## src/rtl/osd_host_reg_reader_if.sv

```systemverilog
// GLIP word channel: 16-bit data with a valid/ready handshake.
// The master drives data and valid, and the slave drives ready.
// A word transfers on every rising edge where valid && ready.
interface osd_host_reg_reader_if;
   logic [15:0] data;
   logic        valid;
   logic        ready;

   modport master (
      output data,
      output valid,
      input  ready
   );

   modport slave (
      input  data,
      input  valid,
      output ready
   );
endinterface

```

## src/rtl/osd_host_reg_reader.sv

```systemverilog
// Host-side debug register read engine on a GLIP link.
// A start pulse sends one length-prefixed REG read request:
//    4, dest, SRC_ID, 16'h0000, addr
// The engine then watches returning frames for the matching response.
// It reports read data, a module error, or a timeout on a one-cycle done pulse.
// The receive parser always tracks framing, whatever the request state is.
// Frames that arrive while no request is waiting are drained and dropped.
module osd_host_reg_reader #(
   parameter logic [15:0] SRC_ID  = 16'h0000,
   parameter int          TIMEOUT = 1024
) (
   input  logic                          clk,
   input  logic                          rst,
   input  logic                          start,
   input  logic [15:0]                   dest,
   input  logic [15:0]                   addr,
   output logic                          busy,
   output logic                          done,
   output logic                          error,
   output logic                          timeout,
   output logic [15:0]                   rdata,
   osd_host_reg_reader_if.master         glip_out,
   osd_host_reg_reader_if.slave          glip_in
);

   localparam logic [1:0] ST_IDLE = 2'd0;
   localparam logic [1:0] ST_SEND = 2'd1;
   localparam logic [1:0] ST_WAIT = 2'd2;
   localparam logic [1:0] ST_DONE = 2'd3;

   // Wide enough to hold TIMEOUT-1 for any TIMEOUT >= 1.
   localparam int             CW      = (TIMEOUT > 1) ? $clog2(TIMEOUT) : 1;
   localparam logic [CW-1:0]  TO_LAST = CW'(TIMEOUT - 1);

   localparam logic [1:0] TYPE_REG    = 2'b00;
   localparam logic [3:0] SUB_RD_OK   = 4'h8;
   localparam logic [3:0] SUB_RD_ERR  = 4'hC;

   logic [1:0]    state_reg, state_next;
   logic [2:0]    tx_idx_reg;
   logic [15:0]   dest_reg;
   logic [15:0]   addr_reg;
   logic [CW-1:0] to_cnt_reg;
   logic          error_reg;
   logic          timeout_reg;
   logic [15:0]   rdata_reg;

   // Receive parser state.
   logic          rx_in_frame_reg;
   logic [15:0]   rx_len_reg;
   logic [15:0]   rx_pos_reg;
   logic [15:0]   rx_dst_reg;     // body word 1
   logic [15:0]   rx_src_reg;     // body word 2
   logic [5:0]    rx_flags_reg;   // body word 3, type and subtype bits only

   logic          tx_accept;
   logic          tx_last;
   logic          rx_accept;
   logic          rx_frame_end;
   logic          hdr_match;
   logic          rd_ok;
   logic          rd_err;
   logic          to_expire;
   logic [15:0]   tx_data;

   assign tx_accept = glip_out.valid && glip_out.ready;
   assign tx_last   = tx_accept && (tx_idx_reg == 3'd4);

   // Receive is always enabled, except while reset is held.
   assign glip_in.ready = ~rst;
   assign rx_accept     = glip_in.valid && glip_in.ready;

   // The current word closes a frame when it is body word number L.
   assign rx_frame_end = rx_accept && rx_in_frame_reg && (rx_pos_reg == rx_len_reg);

   assign hdr_match = (rx_dst_reg == SRC_ID) && (rx_src_reg == dest_reg);

   // A read success is 4 words long, so its flags were captured one word earlier.
   assign rd_ok  = rx_frame_end && (rx_len_reg == 16'd4) && hdr_match
                   && (rx_flags_reg[5:4] == TYPE_REG)
                   && (rx_flags_reg[3:0] == SUB_RD_OK);
   // A read error is 3 words long, so the flags word is the closing word.
   assign rd_err = rx_frame_end && (rx_len_reg == 16'd3) && hdr_match
                   && (glip_in.data[15:14] == TYPE_REG)
                   && (glip_in.data[13:10] == SUB_RD_ERR);

   assign to_expire = (to_cnt_reg == TO_LAST);

   // Request word mux, driven from registered index and captured fields so
   // the presented word cannot change while it waits for ready.
   always_comb begin
      tx_data = 16'h0000;
      case (tx_idx_reg)
         3'd0:    tx_data = 16'd4;
         3'd1:    tx_data = dest_reg;
         3'd2:    tx_data = SRC_ID;
         3'd3:    tx_data = 16'h0000;
         3'd4:    tx_data = addr_reg;
         default: tx_data = 16'h0000;
      endcase
   end

   assign glip_out.data  = tx_data;
   assign glip_out.valid = (state_reg == ST_SEND);

   assign busy    = (state_reg != ST_IDLE);
   assign done    = (state_reg == ST_DONE);
   assign error   = error_reg;
   assign timeout = timeout_reg;
   assign rdata   = rdata_reg;

   // Next-state logic for the request engine.
   always_comb begin
      state_next = state_reg;
      case (state_reg)
         ST_IDLE: if (start) state_next = ST_SEND;
         ST_SEND: if (tx_last) state_next = ST_WAIT;
         ST_WAIT: if (rd_ok || rd_err || to_expire) state_next = ST_DONE;
         ST_DONE: state_next = ST_IDLE;
         default: state_next = ST_IDLE;
      endcase
   end

   // State register, plus request capture and transmit index.
   always_ff @(posedge clk) begin
      if (rst) begin
         state_reg  <= ST_IDLE;
         tx_idx_reg <= 3'd0;
         dest_reg   <= 16'h0000;
         addr_reg   <= 16'h0000;
      end else begin
         state_reg <= state_next;
         if (state_reg == ST_IDLE && start) begin
            dest_reg   <= dest;
            addr_reg   <= addr;
            tx_idx_reg <= 3'd0;
         end else if (state_reg == ST_SEND && tx_accept && !tx_last) begin
            tx_idx_reg <= tx_idx_reg + 3'd1;
         end
      end
   end

   // Timeout counter: held at zero until WAIT, then counts WAIT cycles.
   always_ff @(posedge clk) begin
      if (rst) begin
         to_cnt_reg <= '0;
      end else if (state_reg == ST_WAIT) begin
         if (!to_expire) to_cnt_reg <= to_cnt_reg + 1'b1;
      end else begin
         to_cnt_reg <= '0;
      end
   end

   // Result registers: set on entry to DONE and held until the next completion.
   // A match in the expiry cycle takes priority over the timeout.
   always_ff @(posedge clk) begin
      if (rst) begin
         error_reg   <= 1'b0;
         timeout_reg <= 1'b0;
         rdata_reg   <= 16'h0000;
      end else if (state_reg == ST_WAIT) begin
         if (rd_ok) begin
            rdata_reg   <= glip_in.data;
            error_reg   <= 1'b0;
            timeout_reg <= 1'b0;
         end else if (rd_err) begin
            error_reg   <= 1'b1;
            timeout_reg <= 1'b0;
         end else if (to_expire) begin
            error_reg   <= 1'b0;
            timeout_reg <= 1'b1;
         end
      end
   end

   // Receive framing. A length word opens a frame, unless L is zero. Body
   // words are counted until word L closes the frame.
   always_ff @(posedge clk) begin
      if (rst) begin
         rx_in_frame_reg <= 1'b0;
         rx_len_reg      <= 16'h0000;
         rx_pos_reg      <= 16'h0000;
      end else if (rx_accept) begin
         if (!rx_in_frame_reg) begin
            rx_len_reg <= glip_in.data;
            rx_pos_reg <= 16'd1;
            if (glip_in.data != 16'h0000) rx_in_frame_reg <= 1'b1;
         end else if (rx_pos_reg == rx_len_reg) begin
            rx_in_frame_reg <= 1'b0;
         end else begin
            rx_pos_reg <= rx_pos_reg + 16'd1;
         end
      end
   end

   // Capture the header words of the frame currently being received.
   always_ff @(posedge clk) begin
      if (rst) begin
         rx_dst_reg   <= 16'h0000;
         rx_src_reg   <= 16'h0000;
         rx_flags_reg <= 6'd0;
      end else if (rx_accept && rx_in_frame_reg) begin
         case (rx_pos_reg)
            16'd1:   rx_dst_reg   <= glip_in.data;
            16'd2:   rx_src_reg   <= glip_in.data;
            16'd3:   rx_flags_reg <= glip_in.data[15:10];
            default: ;
         endcase
      end
   end

endmodule
```

## src/flat_wrapper.sv

```systemverilog
// flat-port wrapper written by rule: the top's interface ports become plain ports
module osd_host_reg_reader_flat 
#(
   parameter logic [15:0] SRC_ID  = 16'h0000,
   parameter int          TIMEOUT = 1024
)
  (clk, rst, start, dest, addr, busy, done, error, timeout, rdata, glip_out_data, glip_out_valid, glip_out_ready, glip_in_data, glip_in_valid, glip_in_ready);
  osd_host_reg_reader_if glip_out_i ();
  osd_host_reg_reader_if glip_in_i ();
  input  logic clk;
  input  logic rst;
  input  logic start;
  input  logic [15:0] dest;
  input  logic [15:0] addr;
  output logic busy;
  output logic done;
  output logic error;
  output logic timeout;
  output logic [15:0] rdata;
  output wire logic [$bits(glip_out_i.data)-1:0] glip_out_data;
  output wire logic [$bits(glip_out_i.valid)-1:0] glip_out_valid;
  input wire logic [$bits(glip_out_i.ready)-1:0] glip_out_ready;
  input wire logic [$bits(glip_in_i.data)-1:0] glip_in_data;
  input wire logic [$bits(glip_in_i.valid)-1:0] glip_in_valid;
  output wire logic [$bits(glip_in_i.ready)-1:0] glip_in_ready;
  assign glip_out_data = glip_out_i.data;
  assign glip_out_valid = glip_out_i.valid;
  assign glip_out_i.ready = glip_out_ready;
  assign glip_in_i.data = glip_in_data;
  assign glip_in_i.valid = glip_in_valid;
  assign glip_in_ready = glip_in_i.ready;
  osd_host_reg_reader #(.SRC_ID(SRC_ID), .TIMEOUT(TIMEOUT)) u_core (.clk(clk), .rst(rst), .start(start), .dest(dest), .addr(addr), .busy(busy), .done(done), .error(error), .timeout(timeout), .rdata(rdata), .glip_out(glip_out_i), .glip_in(glip_in_i));
endmodule
```

## config.mk

```make
export PLATFORM = sky130hd
export DESIGN_NAME = osd_host_reg_reader_flat
export DESIGN_NICKNAME = d
export VERILOG_FILES = /design/src/rtl/osd_host_reg_reader_if.sv /design/src/rtl/osd_host_reg_reader.sv /design/src/flat_wrapper.sv
export SDC_FILE = /design/constraint.sdc
export NUM_CORES = 1
export LEC_CHECK = 0
export BUFFER_PORTS_ARGS = -buffer_cell sky130_fd_sc_hd__buf_2
export CAP_MARGIN = 20
export CORE_ASPECT_RATIO = 1.4
export CORE_MARGIN = 5
export CORE_UTILIZATION = 45
export CTS_BUF_LIST = sky130_fd_sc_hd__clkbuf_8
export DETAILED_ROUTE_END_ITERATION = 8
export PLACE_DENSITY_LB_ADDON = 0.12
export SYNTH_ARGS = -nofsm -noshare
export SYNTH_HDL_FRONTEND = slang
export SYNTH_SLANG_ARGS = --single-unit
```

## constraint.sdc

```tcl
create_clock -name clk -period 2 [get_ports clk]
set_input_delay 0.2 -clock clk [delete_from_list [all_inputs] [get_ports clk]]
set_output_delay 0.2 -clock clk [all_outputs]
set_load 0.005 [all_outputs]
```

### Word-level counts from Yosys, hierarchy flattened

Cells that the tools add are included.

| operators by class | value |
|---|---|
| equal/unequal tests | 19 |
| reductions and logical operators | 38 |
| mux-type cells | 16 |
| bitwise gates (word level) | 3 |
| add/subtract/negate cells | 3 |

Operator list:

| operator | number |
|---|---|
| equality test 16 x 2 -> 1 bit (second input constant) | 3 |
| one-hot mux 16 bit (3 select lines) | 1 |
| equality test 16 bit | 2 |
| two-way mux 16 bit | 2 |
| logical AND 1 bit | 17 |
| adder 16 x 1 -> 16 bit (second input constant) | 1 |
| equality test 16 x 1 -> 1 bit (second input constant) | 1 |
| equality test 16 x 3 -> 1 bit (second input constant) | 1 |
| zero test 16 bit | 1 |
| nonzero test 16 bit | 1 |
| AND reduction 2 bit | 7 |
| adder 10 x 1 -> 10 bit (second input constant) | 1 |
| equality test 10 bit (second input constant) | 1 |
| two-way mux 1 bit | 9 |
| equality test 4 bit (second input constant) | 2 |
| one-hot mux 2 bit (4 select lines) | 1 |
| zero test 2 bit | 3 |
| two-way mux 2 bit | 3 |
| != test 2 bit (second input constant) | 3 |
| equality test 2 bit (second input constant) | 2 |
| OR reduction 2 bit | 2 |
| adder 3 x 1 -> 3 bit (second input constant) | 1 |
| equality test 3 x 1 -> 1 bit (second input constant) | 1 |
| equality test 3 bit (second input constant) | 1 |
| 9 further kinds | 12 |

| word-level totals | value |
|---|---|
| bits of input ports | 53 |
| output and inout bits | 38 |
| logic and storage cells | 93 |
| bits in registers | 136 |

### Depth between registers and ports, before layout

Gate-level depths: netlist of run 1.

| logic depth | value |
|---|---|
| depth in word-level cells | 12 |
| mapped depth | 10 |
| gate-level depth less buffers | 8 |

### Worst setup path after synthesis of run 1

OpenSTA, ideal clock, no wires.

| timing | value |
|---|---|
| path type | flip-flop to flip-flop |
| from | reg u_core.rx_pos_reg[1] |
| to | reg u_core.rdata_reg[15], in the netlist u_core.rdata[15] |
| arrival | 2.054 ns |
| library setup time | 0.070 ns |
| clock period less this slack | 2.125 ns |
| stages on the path, launching flop included | 8 |
| data required time | 1.930 ns |
| setup slack | -0.125 ns |
| path buffers | 1 |
| cell sequence | dfxtp_1 xnor2_2 nand4_4 or3_4 nor4_4 buf_6 or3b_1 a21oi_1 |

| between the ends | value |
|---|---|
| cells in the longest elaborated chain, start to end | 7 |

Ends and longest elaborated chain:

| element | RTL line | RTL |
|---|---|---|
| start, declared | osd_host_reg_reader.sv:51 | `logic [15:0] rx_pos_reg;` |
| start signal, assigned | osd_host_reg_reader.sv:191 | `rx_pos_reg <= rx_pos_reg + 16'd1;` |
| equality test 16 bit | osd_host_reg_reader.sv:74 | `assign rx_frame_end = rx_accept && rx_in_frame_reg && (rx_pos_reg == rx_len_reg);` |
| logical AND 1 bit | osd_host_reg_reader.sv:74 |  |
| logical AND 1 bit (2 in series) | osd_host_reg_reader.sv:79 | `assign rd_ok = rx_frame_end && (rx_len_reg == 16'd4) && hdr_match` |
| logical AND 1 bit | osd_host_reg_reader.sv:80 | `&& (rx_flags_reg[5:4] == TYPE_REG)` |
| logical AND 1 bit | osd_host_reg_reader.sv:81 | `&& (rx_flags_reg[3:0] == SUB_RD_OK);` |
| AND reduction 2 bit (no line) | -- |  |
| end signal, assigned | osd_host_reg_reader.sv:163 | `rdata_reg <= glip_in.data;` |
| end, declared | osd_host_reg_reader.sv:46 | `logic [15:0] rdata_reg;` |

Every way passes these cells.
A chain may end at the register's enable or synchronous reset.

### Worst setup path after layout of run 1

| timing | value |
|---|---|
| from | reg u_core.rx_len_reg[11] |
| to | reg u_core.rdata_reg[1], in the netlist u_core.rdata[1] |

| between the ends | value |
|---|---|
| cells in the longest elaborated chain, start to end | 7 |
| elaborated cells between the ends (all ways) | 8 |
| classes of those cells | eq/ne: 2; reduce/logical: 6 |

Ends and longest elaborated chain:

| element | RTL line | RTL |
|---|---|---|
| start, declared | osd_host_reg_reader.sv:50 | `logic [15:0] rx_len_reg;` |
| start signal, assigned | osd_host_reg_reader.sv:185 | `rx_len_reg <= glip_in.data;` |
| equality test 16 bit | osd_host_reg_reader.sv:74 |  |
| logical AND 1 bit | osd_host_reg_reader.sv:74 |  |
| logical AND 1 bit * (2 in series) | osd_host_reg_reader.sv:79 |  |
| logical AND 1 bit * | osd_host_reg_reader.sv:80 |  |
| logical AND 1 bit * | osd_host_reg_reader.sv:81 |  |
| AND reduction 2 bit (no line) * | -- |  |

Mark *: on every way between the ends. The rest lies on a longest branch, timed or not.

==> impl_results.html, run 1 <==
<table>
<tr><th>Metric</th><th>Value</th></tr>
<tr><th colspan="2">Run status</th></tr>
<tr><td>Status</td><td>finished, violations left</td></tr>
<tr><td>Failing checks</td><td>negative setup slack</td></tr>
<tr><th colspan="2">Critical path</th></tr>
<tr><td>Worst r2r src</td><td>u_core.rx_len_reg[11]</td></tr>
<tr><td>Kind of cell adding the most delay to the critical path</td><td>simple AND/OR/NAND/NOR gates</td></tr>
<tr><td>Buf/Inv on CP</td><td>1</td></tr>
<tr><td>Worst setup SP type</td><td>flop</td></tr>
<tr><td>Slowest cell on the critical path</td><td>sky130_fd_sc_hd__or3_4</td></tr>
<tr><td>R2R Path End</td><td>u_core.rdata[1]</td></tr>
<tr><td>Number of cells on the worst reg-to-reg path</td><td>7</td></tr>
<tr><td>Largest stage delay on the critical path</td><td>450 ps</td></tr>
<tr><td>CP endpoint kind</td><td>flop</td></tr>
<tr><td>Crit Path Class</td><td>flop to flop</td></tr>
<tr><td>Required time at the worst-slack endpoint</td><td>between 2000 and 2500 ps</td></tr>
<tr><td>CP Data Arrival Time</td><td>around 2600 ps</td></tr>
<tr><td>Critical Path Fanout Max</td><td>17</td></tr>
<tr><td>Slack of the worst reg-to-reg path</td><td>-180 ps</td></tr>
<tr><td>Worst-path cell chain</td><td>xnor2_2 -&gt; nand4_2 -&gt; or3_4 -&gt; nor4_4 -&gt; buf_6 -&gt; or3b_4 -&gt; a21oi_2</td></tr>
<tr><th colspan="2">Run</th></tr>
<tr><td>Max-cap violation count</td><td>0</td></tr>
<tr><th colspan="2">Route</th></tr>
<tr><td>First drt pass iteration count</td><td>5</td></tr>
<tr><td>Number of nets still failing antenna checks after routing</td><td>0</td></tr>
<tr><td>Routed via count divided by cell count</td><td>~5.3</td></tr>
<tr><td>Remaining design rule violation count</td><td>0</td></tr>
<tr><td>Wire per inst</td><td>16.51 um</td></tr>
<tr><td>Count of vias placed by the detailed router</td><td>around 6300</td></tr>
<tr><td>Final Routed Wirelength</td><td>around 20000 um</td></tr>
<tr><td>First DRT Iteration DRCs</td><td>336</td></tr>
<tr><th colspan="2">Pwr</th></tr>
<tr><td>IR Drop Worst-Case VDD</td><td>~0.00048 V</td></tr>
<tr><td>Pwr per Cell Area</td><td>about 780 mW/mm^2</td></tr>
<tr><td>Total power of the final layout</td><td>roughly 6800 uW</td></tr>
<tr><td>Lkg Pwr</td><td>between 0.003 and 0.004 uW</td></tr>
<tr><th colspan="2">CTS</th></tr>
<tr><td>Clock Sink Count</td><td>approximately 140</td></tr>
<tr><td>Clock latency on the worst-skew pair</td><td>between 400 and 500 ps</td></tr>
<tr><td>Clock tree from TritonCTS</td><td>built</td></tr>
<tr><td>Depth of the CTS H-tree</td><td>4</td></tr>
<tr><td>Max Root-Sink Buffers</td><td>2</td></tr>
<tr><td>Clock tree root buffer cell</td><td>sky130_fd_sc_hd__clkbuf_8</td></tr>
<tr><td>Total CTS buffers</td><td>17</td></tr>
<tr><td>Clock transition time at the flip-flop clock pins of the worst setup and hold paths</td><td>approximately 80 ps</td></tr>
<tr><th colspan="2">Placed design</th></tr>
<tr><td>Half-perimeter wire length after placement</td><td>14270 um</td></tr>
<tr><td>Routability Congestion</td><td>roughly 0.85</td></tr>
<tr><td>IO buf count</td><td>90</td></tr>
<tr><th colspan="2">STA</th></tr>
<tr><td>Unrepaired setup endpoints after global routing</td><td>yes</td></tr>
<tr><td>Worst clock skew</td><td>roughly 16 ps</td></tr>
<tr><td>Final Max Slew Viols</td><td>0</td></tr>
<tr><td>Final min period</td><td>2180 ps</td></tr>
<tr><td>Setup violators final</td><td>25</td></tr>
<tr><td>Final hold violation count</td><td>0</td></tr>
<tr><td>Worst Hold Margin</td><td>between 50 and 60 ps</td></tr>
<tr><td>Slew at the pin with the worst max-slew slack</td><td>roughly 990 ps</td></tr>
<tr><td>Final worst setup slack</td><td>-179.8 ps</td></tr>
<tr><td>Max Fclk</td><td>between 400 and 500 MHz</td></tr>
<tr><td>Slew headroom</td><td>0.3402</td></tr>
<tr><td>Post-route fraction of the period consumed by the critical path</td><td>1.090</td></tr>
<tr><th colspan="2">Die</th></tr>
<tr><td>Die area</td><td>around 0.017 sq mm</td></tr>
<tr><td>Area of the core region</td><td>0.01397 sq mm</td></tr>
<tr><td>Num ports</td><td>between 90 and 100</td></tr>
<tr><td>Std-Cell Rows</td><td>slightly above 50</td></tr>
<tr><td>Width of the die</td><td>110.8 um</td></tr>
<tr><td>Vertical die dimension</td><td>approximately 150 um</td></tr>
<tr><td>Initial cell density of the core</td><td>0.4584</td></tr>
<tr><th colspan="2">Layout</th></tr>
<tr><td>Area growth from synthesis to layout</td><td>36.29%</td></tr>
<tr><td>Fill cell instance count of the final layout</td><td>1213</td></tr>
<tr><td>Area taken by multi-input logic gates</td><td>roughly 0.0036 sq mm</td></tr>
<tr><td>Final-stage net count</td><td>approximately 1100</td></tr>
<tr><td>Antenna cells</td><td>0</td></tr>
<tr><td>Sequential cell area</td><td>around 0.0028 sq mm</td></tr>
<tr><td>Ratio of cells with drive above 1 in the final layout</td><td>0.2964</td></tr>
<tr><th colspan="2">Logic synthesis</th></tr>
<tr><td>Post-synth net total</td><td>approximately 860</td></tr>
<tr><td>Number of enable-type register cells in the synthesized netlist</td><td>0</td></tr>
<tr><td>Post-synthesis cell area</td><td>about 0.0064 sq mm</td></tr>
<tr><td>Proportion of register bits with asynchronous set or reset after synthesis</td><td>0</td></tr>
<tr><td>Top flip-flop cell by instance count after synthesis</td><td>sky130_fd_sc_hd__dfxtp_1</td></tr>
<tr><td>Number of library cell types mapped by synthesis</td><td>52</td></tr>
<tr><td>Mapped Avg Cell Area</td><td>a little over 8 sq um</td></tr>
<tr><td>Yosys Warn Count</td><td>0</td></tr>
<tr><td>Share of the yosys chip area belonging to registers</td><td>0.4250</td></tr>
<tr><td>Post-synthesis cell count</td><td>between 700 and 800</td></tr>
<tr><td>Post-synthesis register bit count</td><td>about 140</td></tr>
<tr><th colspan="2">Hold path</th></tr>
<tr><td>Hold_sp</td><td>glip_in_data[6]</td></tr>
<tr><td>Cells on Worst Hold Path</td><td>3</td></tr>
<tr><td>Worst min path class</td><td>input pin to flop</td></tr>
<tr><td>Endpoint of the worst hold-timing path</td><td>u_core.rx_len_reg[6]</td></tr>
<tr><th colspan="2">Global routing</th></tr>
<tr><td>Grt total ovfl</td><td>0</td></tr>
<tr><td>Global-route wire length before repair</td><td>between 30000 and 40000 um</td></tr>
<tr><td>GRT Overall Usage</td><td>0.2368</td></tr>
<tr><td>Antenna violations before repair</td><td>0</td></tr>
<tr><td>Pin count of the biggest net entering global routing</td><td>94</td></tr>
<tr><td>Vias in the first global route</td><td>around 6500</td></tr>
</table>
-- per-layer routing --
metal / up-vias / track usage / share of wire
met4: 0 / 0.1614 / 0.062
met1: 2954 / 0.2438 / 0.38
met2: 190 / 0.4326 / 0.52
li1: 3120 / - / -
met5: - / 0 / 0
met3: 66 / 0.04836 / 0.041
-- final cells by class --
class,count,share of cell area
Multi-Input combinational cell,579,0.4133
Sequential cell,136,0.3151
Timing Repair Buffer,225,0.1889
Clock buffer,19,0.02995
Tap cell,185,0.02651
Clock inverter,13,0.01333
Inverter,30,0.01290
-- what timing repair did --
item,CTS,global route
hold buffers,32,0
pin swaps,14,12
resized for setup,35,30
hold endpoints to repair,32,0
setup buffers,3,2
setup endpoints to repair,74,84
-- kinds of logic (layout without fill, tap and decap cells) --
kind of cell | count (synthesis) | after routing | share of synthesized area
multiplexers | 4 | 4 | 0.006250
XOR/XNOR | 41 | 41 | 0.06426
flip-flops | 136 | 136 | 0.4250
buffers and inverters | 76 | 287 | 0.05039
adder cells (fa/ha/maj) | 12 | 12 | 0.02344
AND/OR/NAND/NOR | 342 | 342 | 0.2656
AO/OA/AOI/OAI | 180 | 180 | 0.1650
-- cells in the mapped netlist (9+ instances only) --
cell type | instances | share of area
sky130_fd_sc_hd__nand2_1 | 193 | 0.11
sky130_fd_sc_hd__dfxtp_1 | 136 | 0.42
sky130_fd_sc_hd__a21oi_1 | 104 | 0.081
sky130_fd_sc_hd__clkbuf_1 | 31 | 0.018
sky130_fd_sc_hd__inv_1 | 29 | 0.017
sky130_fd_sc_hd__xnor2_1 | 26 | 0.036
sky130_fd_sc_hd__nor2_1 | 24 | 0.014
sky130_fd_sc_hd__o211ai_1 | 18 | 0.021
sky130_fd_sc_hd__nand3_1 | 17 | 0.013
sky130_fd_sc_hd__nand4_1 | 17 | 0.017
sky130_fd_sc_hd__o21ai_0 | 16 | 0.013
sky130_fd_sc_hd__or3b_1 | 16 | 0.022
sky130_fd_sc_hd__a22o_1 | 15 | 0.021
sky130_fd_sc_hd__nor4_1 | 13 | 0.013
sky130_fd_sc_hd__ha_1 | 12 | 0.023
sky130_fd_sc_hd__o21ai_1 | 11 | 0.0086
sky130_fd_sc_hd__nor3_1 | 10 | 0.0078
sky130_fd_sc_hd__or4_1 | 10 | 0.012
sky130_fd_sc_hd__and2_1 | 9 | 0.0088
-- layout by cell type, fill, tap and decap left out, types with 3 or more instances in the layout --
master,n
sky130_fd_sc_hd__nand2_1,192
sky130_fd_sc_hd__dfxtp_1,115
sky130_fd_sc_hd__a21oi_1,99
sky130_fd_sc_hd__buf_2,90
sky130_fd_sc_hd__buf_4,89
sky130_fd_sc_hd__inv_1,35
sky130_fd_sc_hd__dlygate4sd3_1,32
sky130_fd_sc_hd__nor2_1,24
sky130_fd_sc_hd__xnor2_1,23
sky130_fd_sc_hd__dfxtp_2,20
sky130_fd_sc_hd__clkbuf_8,19
sky130_fd_sc_hd__o211ai_1,18
sky130_fd_sc_hd__nand4_1,17
sky130_fd_sc_hd__nand3_1,16
sky130_fd_sc_hd__a22o_1,15
sky130_fd_sc_hd__or3b_1,15
sky130_fd_sc_hd__o21ai_0,14
sky130_fd_sc_hd__o21ai_1,13
sky130_fd_sc_hd__ha_1,11
sky130_fd_sc_hd__nor3_1,9
sky130_fd_sc_hd__xnor2_2,9
sky130_fd_sc_hd__or4_1,8
sky130_fd_sc_hd__nor4_1,8
sky130_fd_sc_hd__buf_6,8
sky130_fd_sc_hd__and2_1,6
sky130_fd_sc_hd__or3_1,6
sky130_fd_sc_hd__buf_12,6
sky130_fd_sc_hd__and3_1,5
sky130_fd_sc_hd__mux2i_1,4
sky130_fd_sc_hd__nor4_2,4
sky130_fd_sc_hd__xor2_2,4
sky130_fd_sc_hd__nor4_4,4
sky130_fd_sc_hd__o31ai_1,4
sky130_fd_sc_hd__a21oi_2,4
sky130_fd_sc_hd__and2_4,3
sky130_fd_sc_hd__a211oi_2,3
sky130_fd_sc_hd__xor2_1,3
-- worst reg2reg max path, cell delays in order (launching register included) --
cell                      delay (ps)
sky130_fd_sc_hd__dfxtp_2         340
sky130_fd_sc_hd__xnor2_2         190
sky130_fd_sc_hd__nand4_2         170
sky130_fd_sc_hd__or3_4           450
sky130_fd_sc_hd__nor4_4          240
sky130_fd_sc_hd__buf_6           180
sky130_fd_sc_hd__or3b_4          390
sky130_fd_sc_hd__a21oi_2         150
-- power by group --
part	internal, uW	switching, uW
registers	2890	150
clock network	1140	1040
logic	702	860
-- how the worst max path moves through the flow --
| stage | cells past startpoint | start | endpoint |
|---|---|---|---|
| 3_5_place_dp | 7 | glip_in_data[15] | u_core.state_reg[1] |
| 5_1_grt | 7 | u_core.rx_len_reg[2] | u_core.rdata[3] |
| 6_report | 7 | u_core.rx_len_reg[11] | u_core.rdata[1] |
| 2_1_floorplan | 7 | u_core.rx_pos_reg[8] | u_core.rdata[15] |
| 3_3_place_gp | 7 | glip_in_data[15] | u_core.state_reg[1] |
| 4_1_cts | 7 | u_core.rx_len_reg[11] | u_core.rdata[1] |
-- through the flow --
step                area, sq um  TNS, ps  cells    util  setup slack [ps]
detailed placement         7706    -5640   1119  0.5514            -348.2
floorplan                  6435   -476.8    791       -            -53.27
finish                     8731    -2863   1187  0.6248            -179.8
global placement           7706    -4582   1119  0.5514            -344.6
global route               8731    -5621   1187  0.6248            -267.3
CTS                        8569    -2976   1185  0.6132            -199.5
(Power assumes the default switching activity.)
==> inputs of run 2 (changes only) <==
--- a/config.mk
+++ b/config.mk
@@ -13,6 +13,7 @@
 export CTS_BUF_LIST = sky130_fd_sc_hd__clkbuf_8
 export DETAILED_ROUTE_END_ITERATION = 8
 export PLACE_DENSITY_LB_ADDON = 0.12
+export SETUP_SLACK_MARGIN = 0.02
 export SYNTH_ARGS = -nofsm -noshare
 export SYNTH_HDL_FRONTEND = slang
 export SYNTH_SLANG_ARGS = --single-unit
==> run 2 against run 1 <==
Against the previous run: the run still ends with negative setup slack left; combinational power grew 3%; highest routed layer unchanged; register-to-register slack gained 30 ps; clock skew shrank 6.1 ps; total power shrank 0.10%; utilization grew 0.65 points; count of clock-buffer cells in the layout grew 2.
==> impl_results.html, run 2 (synthesized netlist as in run 1, its figures left out) <==
<table>
<tr><th>Metric</th><th>Value</th></tr>
<tr><th colspan="2">Layout</th></tr>
<tr><td>Sequential cell area</td><td>0.002748 sq mm (was 0.002751 sq mm)</td></tr>
<tr><td>Final design area excluding fillers</td><td>0.008822 sq mm (was 0.008731 sq mm)</td></tr>
<tr><td>Fill cell instance count of the final layout</td><td>1215 (was 1213)</td></tr>
<tr><td>Most common cell after layout, fill and taps aside</td><td>sky130_fd_sc_hd__nand2_1 (unchanged)</td></tr>
<tr><td>Antenna cells</td><td>0 (unchanged)</td></tr>
<tr><td>Ratio of cells with drive above 1 in the final layout</td><td>0.3187 (was 0.2964)</td></tr>
<tr><td>Final-stage net count</td><td>1053 (was 1054)</td></tr>
<tr><td>Area taken by multi-input logic gates</td><td>0.003687 sq mm (was 0.003608 sq mm)</td></tr>
<tr><td>Area growth from synthesis to layout</td><td>37.71% (was 36.29%)</td></tr>
<tr><td>Top library cells by usage in the layout, fill and taps aside</td><td>sky130_fd_sc_hd__nand2_1 (185), sky130_fd_sc_hd__dfxtp_1 (116), sky130_fd_sc_hd__buf_2 (90) (was sky130_fd_sc_hd__nand2_1 (192), sky130_fd_sc_hd__dfxtp_1 (115), sky130_fd_sc_hd__a21oi_1 (99))</td></tr>
<tr><th colspan="2">Die</th></tr>
<tr><td>Area of the core region</td><td>0.01397 sq mm (unchanged)</td></tr>
<tr><td>Die area</td><td>0.01676 sq mm (unchanged)</td></tr>
<tr><td>Width of the die</td><td>110.8 um (unchanged)</td></tr>
<tr><td>Num ports</td><td>91 (unchanged)</td></tr>
<tr><td>Vertical die dimension</td><td>151.2 um (unchanged)</td></tr>
<tr><td>Initial cell density of the core</td><td>0.4584 (unchanged)</td></tr>
<tr><td>Std-Cell Rows</td><td>51 (unchanged)</td></tr>
<tr><th colspan="2">Placed design</th></tr>
<tr><td>IO buf count</td><td>90 (unchanged)</td></tr>
<tr><td>Half-perimeter wire length after placement</td><td>14480 um (was 14270 um)</td></tr>
<tr><td>Routability Congestion</td><td>0.8548 (was 0.8511)</td></tr>
<tr><td>Post-DP Area</td><td>0.007694 sq mm (was 0.007706 sq mm)</td></tr>
<tr><th colspan="2">Pwr</th></tr>
<tr><td>Sequential fraction of design power</td><td>0.449 (was 0.448)</td></tr>
<tr><td>Reported net switching power</td><td>2092 uW (was 2049 uW)</td></tr>
<tr><td>Internal Dissipation</td><td>4684 uW (was 4735 uW)</td></tr>
<tr><td>Clk network pwr share</td><td>0.314 (was 0.321)</td></tr>
<tr><td>Lkg Pwr</td><td>0.003531 uW (was 0.003518 uW)</td></tr>
<tr><td>Combinational Power Share</td><td>0.237 (was 0.230)</td></tr>
<tr><td>Pwr per Cell Area</td><td>768.1 mW/mm^2 (was 776.9 mW/mm^2)</td></tr>
<tr><td>Switch share</td><td>0.3087 (was 0.3020)</td></tr>
<tr><td>IR Drop Worst-Case VDD</td><td>0.0005744 V (was 0.0004821 V)</td></tr>
<tr><td>Total power of the final layout</td><td>6776 uW (was 6783 uW)</td></tr>
<tr><th colspan="2">Global routing</th></tr>
<tr><td>Vias in the first global route</td><td>6451 (was 6455)</td></tr>
<tr><td>Pin count of the biggest net entering global routing</td><td>68 (was 94)</td></tr>
<tr><td>Antenna violations before repair</td><td>0 (unchanged)</td></tr>
<tr><td>Global-route wire length before repair</td><td>31690 um (was 31680 um)</td></tr>
<tr><td>GRT Overall Usage</td><td>0.2375 (was 0.2368)</td></tr>
<tr><td>Grt total ovfl</td><td>0 (unchanged)</td></tr>
<tr><th colspan="2">Route</th></tr>
<tr><td>First drt pass iteration count</td><td>5 (unchanged)</td></tr>
<tr><td>First DRT Iteration DRCs</td><td>306 (was 336)</td></tr>
<tr><td>Final Routed Wirelength</td><td>20180 um (was 19590 um)</td></tr>
<tr><td>Number of nets still failing antenna checks after routing</td><td>0 (unchanged)</td></tr>
<tr><td>Wire per inst</td><td>17.02 um (was 16.51 um)</td></tr>
<tr><td>Remaining design rule violation count</td><td>0 (unchanged)</td></tr>
<tr><td>Count of vias placed by the detailed router</td><td>6375 (was 6330)</td></tr>
<tr><td>Routed via count divided by cell count</td><td>5.375 (was 5.333)</td></tr>
<tr><th colspan="2">STA</th></tr>
<tr><td>Final Max Slew Viols</td><td>0 (unchanged)</td></tr>
<tr><td>Setup violators final</td><td>25 (unchanged)</td></tr>
<tr><td>Final hold violation count</td><td>0 (unchanged)</td></tr>
<tr><td>Slew headroom</td><td>0.4633 (was 0.3402)</td></tr>
<tr><td>Final min period</td><td>2149 ps (was 2180 ps)</td></tr>
<tr><td>Max Fclk</td><td>465.3 MHz (was 458.8 MHz)</td></tr>
<tr><td>Unrepaired setup endpoints after global routing</td><td>yes (unchanged)</td></tr>
<tr><td>Slew at the pin with the worst max-slew slack</td><td>805.1 ps (was 989.6 ps)</td></tr>
<tr><td>Post-route fraction of the period consumed by the critical path</td><td>1.074 (was 1.090)</td></tr>
<tr><td>Worst clock skew</td><td>10.05 ps (was 16.19 ps)</td></tr>
<tr><td>Final worst setup slack</td><td>-149.0 ps (was -179.8 ps)</td></tr>
<tr><th colspan="2">Hold path</th></tr>
<tr><td>Worst min path class</td><td>input pin to flop (unchanged)</td></tr>
<tr><td>Endpoint of the worst hold-timing path</td><td>u_core.rx_len_reg[6] (unchanged)</td></tr>
<tr><td>Cells on Worst Hold Path</td><td>3 (unchanged)</td></tr>
<tr><td>Hold_sp</td><td>glip_in_data[6] (unchanged)</td></tr>
<tr><th colspan="2">CTS</th></tr>
<tr><td>Clock tree from TritonCTS</td><td>built (unchanged)</td></tr>
<tr><td>Max Root-Sink Buffers</td><td>2 (unchanged)</td></tr>
<tr><td>Clock transition time at the flip-flop clock pins of the worst setup and hold paths</td><td>70 ps (was 80 ps)</td></tr>
<tr><td>Clock Sink Count</td><td>136 (unchanged)</td></tr>
<tr><td>Depth of the CTS H-tree</td><td>4 (unchanged)</td></tr>
<tr><td>Clock latency on the worst-skew pair</td><td>450 ps (was 460 ps)</td></tr>
<tr><td>Total CTS buffers</td><td>17 (unchanged)</td></tr>
<tr><td>Clock tree root buffer cell</td><td>sky130_fd_sc_hd__clkbuf_8 (unchanged)</td></tr>
<tr><th colspan="2">Run</th></tr>
<tr><td>Max-cap violation count</td><td>0 (unchanged)</td></tr>
<tr><th colspan="2">Critical path</th></tr>
<tr><td>Crit Path Class</td><td>flop to flop (unchanged)</td></tr>
<tr><td>Critical Path Fanout Max</td><td>4 (was 17)</td></tr>
<tr><td>Number of cells on the worst reg-to-reg path</td><td>7 (unchanged)</td></tr>
<tr><td>CP Data Arrival Time</td><td>2490 ps (was 2560 ps)</td></tr>
<tr><td>CP endpoint kind</td><td>flop (unchanged)</td></tr>
<tr><td>Required time at the worst-slack endpoint</td><td>2340 ps (was 2380 ps)</td></tr>
<tr><td>Worst r2r src</td><td>u_core.rx_len_reg[6] (was u_core.rx_len_reg[11])</td></tr>
<tr><td>R2R Path End</td><td>u_core.rx_pos_reg[14] (was u_core.rdata[1])</td></tr>
<tr><td>Worst setup SP type</td><td>flop (unchanged)</td></tr>
<tr><td>Slack of the worst reg-to-reg path</td><td>-150 ps (was -180 ps)</td></tr>
<tr><th colspan="2">Run status</th></tr>
<tr><td>Status</td><td>finished, violations left (unchanged)</td></tr>
<tr><td>Failing checks</td><td>negative setup slack (unchanged)</td></tr>
</table>
run 2: cell types whose count changed in the layout (fill, tap and decap cells not counted), sizes merged:
cell	previous run	this run
buf	193	190
bufinv	2	1
clkbuf	19	23
clkinv	4	6
inv	35	32
run 2: metal layers:
metal / part of all wire / GRT usage / wire length, um / up-vias
met4: 0.043 / 0.1201 / 869 / 0
li1: - / - / - / 3131
met2: 0.54 / 0.4462 / 10840 / 180
met1: 0.38 / 0.2490 / 7601 / 3006
met5: 0 / 0 / 0 / -
met3: 0.043 / 0.05196 / 867 / 58
run 2: stage by stage:
stage	worst slack [ps]	hold WS, ps	TNS (ps)	instances	util
6_report	-149.0	65.92	-2688	1186	0.6313
5_1_grt	-300.5	43.40	-7581	1186	0.6313
4_1_cts	-159.4	36.51	-2762	1181	0.6115
3_5_place_dp	-375.7	444.6	-4517	1116	0.5505
3_3_place_gp	-352.6	437.4	-3962	1116	0.5505
2_1_floorplan	-53.27	298.9	-476.8	791	-
run 2: power by group through the flow:
stage	clock (uW)	sequential (uW)	combinational (uW)
after global routing	2280	3060	1760
after detailed placement	0	3100	1430
final	2130	3040	1610
after global placement	0	3090	1400
after floorplan	0	3060	833
after CTS	2180	3040	1540
run 2: worst max-delay path by stage:
stage	start	endpoint	slack [ps]	cells after the start
4_1_cts	u_core.rx_len_reg[11]	u_core.rdata[2]	-160	7
5_1_grt	u_core.rx_len_reg[12]	u_core.rdata[2]	-300	8
2_1_floorplan	u_core.rx_pos_reg[8]	u_core.rdata[15]	-50	7
3_5_place_dp	glip_in_data[15]	u_core.state_reg[0]	-380	7
6_report	u_core.rx_len_reg[6]	u_core.rx_pos_reg[14]	-150	7
3_3_place_gp	glip_in_data[15]	u_core.state_reg[1]	-350	7
run 2: worst max-delay path, stage by stage, from the launching register on:
cell	delay, ps
sky130_fd_sc_hd__dfxtp_2	340
sky130_fd_sc_hd__xor2_2	180
sky130_fd_sc_hd__or4_4	550
sky130_fd_sc_hd__nor4_4	340
sky130_fd_sc_hd__buf_4	210
sky130_fd_sc_hd__a2111o_1	230
sky130_fd_sc_hd__or3_1	140
sky130_fd_sc_hd__a21oi_1	50
run 2: what timing repair did:
item / CTS / global route
endpoints found under the hold margin: 32 / 0
hold buffers: 32 / 0
setup buffers: 2 / 3
gates resized for setup: 32 / 52
setup endpoints to repair: 78 / 79
pin swaps: 16 / 38
cloned: 0 / 2
run 2: final cells by class:
cell class / count / share of cell area
Clock buffer: 21 / 0.03276
Multi-Input combinational cell: 579 / 0.4180
Timing Repair Buffer: 224 / 0.1896
Inverter: 30 / 0.01276
Tap cell: 185 / 0.02624
Sequential cell: 136 / 0.3114
Clock inverter: 11 / 0.009219
==> inputs of run 3 (changes only) <==
--- a/config.mk
+++ b/config.mk
@@ -12,7 +12,7 @@
 export CORE_UTILIZATION = 45
 export CTS_BUF_LIST = sky130_fd_sc_hd__clkbuf_8
 export DETAILED_ROUTE_END_ITERATION = 8
-export PLACE_DENSITY_LB_ADDON = 0.12
+export PLACE_DENSITY_LB_ADDON = 0.1
 export SETUP_SLACK_MARGIN = 0.02
 export SYNTH_ARGS = -nofsm -noshare
 export SYNTH_HDL_FRONTEND = slang
==> run 3 against run 2 <==
Against the previous run: the flow still finishes with violations (negative setup slack); clock power is 6% higher; utilization is 0.47 points lower; global-route usage decreased by 0.15 points; combinational power is essentially flat; via count down 1.1%; sequential power about the same; critical endpoint is now u_core.rdata[3]; largest cell class unchanged.
==> impl_results.html, run 3 (synthesized netlist as in run 1, its figures left out) <==
<table>
<tr><th>Metric</th><th>Value</th></tr>
<tr><th colspan="2">STA</th></tr>
<tr><td>Setup violators final</td><td>20 (was 25)</td></tr>
<tr><td>Final hold violation count</td><td>0 (unchanged)</td></tr>
<tr><td>Final min period</td><td>2160 ps (was 2149 ps)</td></tr>
<tr><td>Slew at the pin with the worst max-slew slack</td><td>528.4 ps (was 805.1 ps)</td></tr>
<tr><td>Final Max Slew Viols</td><td>0 (unchanged)</td></tr>
<tr><td>Unrepaired setup endpoints after global routing</td><td>yes (unchanged)</td></tr>
<tr><td>Slew headroom</td><td>0.6477 (was 0.4633)</td></tr>
<tr><td>Max Fclk</td><td>463.0 MHz (was 465.3 MHz)</td></tr>
<tr><td>Worst clock skew</td><td>12.24 ps (was 10.05 ps)</td></tr>
<tr><td>Worst Hold Margin</td><td>64.19 ps (was 65.92 ps)</td></tr>
<tr><td>Final worst setup slack</td><td>-159.9 ps (was -149.0 ps)</td></tr>
<tr><td>Post-route fraction of the period consumed by the critical path</td><td>1.080 (was 1.074)</td></tr>
<tr><th colspan="2">Pwr</th></tr>
<tr><td>Combinational Power Share</td><td>0.231 (was 0.237)</td></tr>
<tr><td>Clk network pwr share</td><td>0.328 (was 0.314)</td></tr>
<tr><td>Reported net switching power</td><td>2110 uW (was 2092 uW)</td></tr>
<tr><td>IR Drop Worst-Case VDD</td><td>0.0006233 V (was 0.0005744 V)</td></tr>
<tr><td>Switch share</td><td>0.3071 (was 0.3087)</td></tr>
<tr><td>Pwr per Cell Area</td><td>784.7 mW/mm^2 (was 768.1 mW/mm^2)</td></tr>
<tr><td>Sequential fraction of design power</td><td>0.442 (was 0.449)</td></tr>
<tr><td>Internal Dissipation</td><td>4761 uW (was 4684 uW)</td></tr>
<tr><td>Lkg Pwr</td><td>0.003503 uW (was 0.003531 uW)</td></tr>
<tr><th colspan="2">CTS</th></tr>
<tr><td>Clock latency on the worst-skew pair</td><td>450 ps (about the same)</td></tr>
<tr><td>Clock transition time at the flip-flop clock pins of the worst setup and hold paths</td><td>70 ps (about the same)</td></tr>
<tr><td>Clock tree root buffer cell</td><td>sky130_fd_sc_hd__clkbuf_8 (unchanged)</td></tr>
<tr><td>Clock tree from TritonCTS</td><td>built (unchanged)</td></tr>
<tr><td>Max Root-Sink Buffers</td><td>2 (unchanged)</td></tr>
<tr><td>Depth of the CTS H-tree</td><td>4 (unchanged)</td></tr>
<tr><td>Clock Sink Count</td><td>136 (unchanged)</td></tr>
<tr><td>Total CTS buffers</td><td>17 (unchanged)</td></tr>
<tr><th colspan="2">Placed design</th></tr>
<tr><td>Number of placed cells counting well taps</td><td>1113 (was 1116)</td></tr>
<tr><td>Post-DP Area</td><td>0.007684 sq mm (was 0.007694 sq mm)</td></tr>
<tr><td>Half-perimeter wire length after placement</td><td>14290 um (was 14480 um)</td></tr>
<tr><td>Routability Congestion</td><td>0.8721 (was 0.8548)</td></tr>
<tr><td>Pre-CTS setup slack</td><td>-388.0 ps (was -375.7 ps)</td></tr>
<tr><td>IO buf count</td><td>90 (unchanged)</td></tr>
<tr><th colspan="2">Critical path</th></tr>
<tr><td>Slowest cell on the critical path</td><td>sky130_fd_sc_hd__or3_4 (was sky130_fd_sc_hd__or4_4)</td></tr>
<tr><td>CP endpoint kind</td><td>flop (unchanged)</td></tr>
<tr><td>Worst-path cell chain</td><td>xnor2_2 -&gt; nand4_2 -&gt; or3_4 -&gt; nor4_4 -&gt; buf_6 -&gt; or3b_1 -&gt; a21oi_1 (was xor2_2 -&gt; or4_4 -&gt; nor4_4 -&gt; buf_4 -&gt; a2111o_1 -&gt; or3_1 -&gt; a21oi_1)</td></tr>
<tr><td>Crit Path Class</td><td>flop to flop (unchanged)</td></tr>
<tr><td>CP Data Arrival Time</td><td>2540 ps (was 2490 ps)</td></tr>
<tr><td>Slack of the worst reg-to-reg path</td><td>-160 ps (was -150 ps)</td></tr>
<tr><td>Largest stage delay on the critical path</td><td>430 ps (was 550 ps)</td></tr>
<tr><td>Worst setup SP type</td><td>flop (unchanged)</td></tr>
<tr><td>Critical Path Fanout Max</td><td>17 (was 4)</td></tr>
<tr><td>Required time at the worst-slack endpoint</td><td>2380 ps (was 2340 ps)</td></tr>
<tr><th colspan="2">Route</th></tr>
<tr><td>Number of nets still failing antenna checks after routing</td><td>0 (unchanged)</td></tr>
<tr><td>Count of vias placed by the detailed router</td><td>6306 (was 6375)</td></tr>
<tr><td>Routed via count divided by cell count</td><td>5.331 (was 5.375)</td></tr>
<tr><td>Remaining design rule violation count</td><td>0 (unchanged)</td></tr>
<tr><td>Final Routed Wirelength</td><td>19590 um (was 20180 um)</td></tr>
<tr><td>First DRT Iteration DRCs</td><td>315 (was 306)</td></tr>
<tr><td>Wire per inst</td><td>16.56 um (was 17.02 um)</td></tr>
<tr><td>First drt pass iteration count</td><td>5 (unchanged)</td></tr>
<tr><th colspan="2">Layout</th></tr>
<tr><td>Top library cells by usage in the layout, fill and taps aside</td><td>sky130_fd_sc_hd__nand2_1 (192), sky130_fd_sc_hd__dfxtp_1 (113), sky130_fd_sc_hd__a21oi_1 (97) (was sky130_fd_sc_hd__nand2_1 (185), sky130_fd_sc_hd__dfxtp_1 (116), sky130_fd_sc_hd__buf_2 (90))</td></tr>
<tr><td>Ratio of cells with drive above 1 in the final layout</td><td>0.3026 (was 0.3187)</td></tr>
<tr><td>Area growth from synthesis to layout</td><td>36.68% (was 37.71%)</td></tr>
<tr><td>Number of non-filler instances in the completed layout</td><td>1183 (was 1186)</td></tr>
<tr><td>Final-stage net count</td><td>1050 (was 1053)</td></tr>
<tr><td>Fill cell instance count of the final layout</td><td>1208 (was 1215)</td></tr>
<tr><td>Most common cell after layout, fill and taps aside</td><td>sky130_fd_sc_hd__nand2_1 (unchanged)</td></tr>
<tr><td>Post-layout utilization of the core</td><td>0.6266 (was 0.6313)</td></tr>
<tr><td>Final design area excluding fillers</td><td>0.008756 sq mm (was 0.008822 sq mm)</td></tr>
<tr><td>Antenna cells</td><td>0 (unchanged)</td></tr>
<tr><th colspan="2">Global routing</th></tr>
<tr><td>Pin count of the biggest net entering global routing</td><td>48 (was 68)</td></tr>
<tr><td>GRT Overall Usage</td><td>0.2360 (was 0.2375)</td></tr>
<tr><td>Global-route wire length before repair</td><td>31570 um (was 31690 um)</td></tr>
<tr><td>Vias in the first global route</td><td>6363 (was 6451)</td></tr>
<tr><td>Grt total ovfl</td><td>0 (unchanged)</td></tr>
<tr><td>Antenna violations before repair</td><td>0 (unchanged)</td></tr>
<tr><th colspan="2">Die</th></tr>
<tr><td>Num ports</td><td>91 (unchanged)</td></tr>
<tr><td>Std-Cell Rows</td><td>51 (unchanged)</td></tr>
<tr><td>Width of the die</td><td>110.8 um (unchanged)</td></tr>
<tr><td>Die area</td><td>0.01676 sq mm (unchanged)</td></tr>
<tr><td>Area of the core region</td><td>0.01397 sq mm (unchanged)</td></tr>
<tr><td>Vertical die dimension</td><td>151.2 um (unchanged)</td></tr>
<tr><td>Initial cell density of the core</td><td>0.4584 (unchanged)</td></tr>
<tr><th colspan="2">Hold path</th></tr>
<tr><td>Worst min path class</td><td>input pin to flop (unchanged)</td></tr>
<tr><th colspan="2">Run status</th></tr>
<tr><td>Status</td><td>finished, violations left (unchanged)</td></tr>
<tr><td>Failing checks</td><td>negative setup slack (unchanged)</td></tr>
<tr><th colspan="2">Run</th></tr>
<tr><td>Max-cap violation count</td><td>0 (unchanged)</td></tr>
</table>
-- run 3: layer usage --
| layer | wire, um | track usage |
|---|---|---|
| met1 | 7647 | 0.2508 |
| met2 | 10420 | 0.4456 |
| met3 | 812 | 0.04756 |
| met4 | 706 | 0.1128 |
| met5 | 0 | 0 |
-- run 3: area by class of cell --
type | count | area, sq um | area share
Multi-Input combinational cell | 579 | 3615 | 0.4128
Clock inverter | 13 | 130.1 | 0.01486
Inverter | 30 | 112.6 | 0.01286
Timing Repair Buffer | 221 | 1649 | 0.1883
Sequential cell | 136 | 2756 | 0.3148
Clock buffer | 19 | 261.5 | 0.02987
Tap cell | 185 | 231.5 | 0.02644
-- run 3: power groups by stage --
stage / logic [uW] / clock network, uW / registers [uW]
2_1_floorplan: 833 / 0 / 3060
3_3_place_gp: 1400 / 0 / 3090
3_5_place_dp: 1430 / 0 / 3100
4_1_cts: 1540 / 2290 / 3040
5_1_grt: 1750 / 2410 / 3060
6_report: 1590 / 2250 / 3030
-- run 3: path summary, 6_finish.rpt --
| check | from | cells past startpoint | end |
|---|---|---|---|
| min reg2reg | u_core.rx_flags_reg[2] | 2 | u_core.rx_flags_reg[2] |
| max | u_core.rx_len_reg[11] | 7 | u_core.rdata[3] |
| max reg2reg | u_core.rx_len_reg[11] | 7 | u_core.rdata[3] |
| min | glip_in_data[6] | 3 | u_core.rx_len_reg[6] |
-- run 3: repair_timing --
item / CTS / global route
setup endpoints to repair: 76 / 88
hold endpoints to repair: 31 / 0
hold buffers: 31 / 0
gates resized for setup: 33 / 36
buffers inserted: 3 / 5
pin swaps: 12 / 16
-- run 3: through the flow --
| stage | power, uW | setup TNS, ps |
|---|---|---|
| detailed placement | 4526 | -4471 |
| floorplan | 3897 | -476.8 |
| global route | 7219 | -4398 |
| finish | 6871 | -2503 |
| CTS | 6866 | -2707 |
| global placement | 4493 | -4442 |
-- run 3: worst max-delay path: cells and delay by family (launching register included) --
kind	cells	cell delay (ps)
simple gates	4	1190
flops	1	340
xor+xnor	1	210
buf+inv	1	190
compound gates	1	150
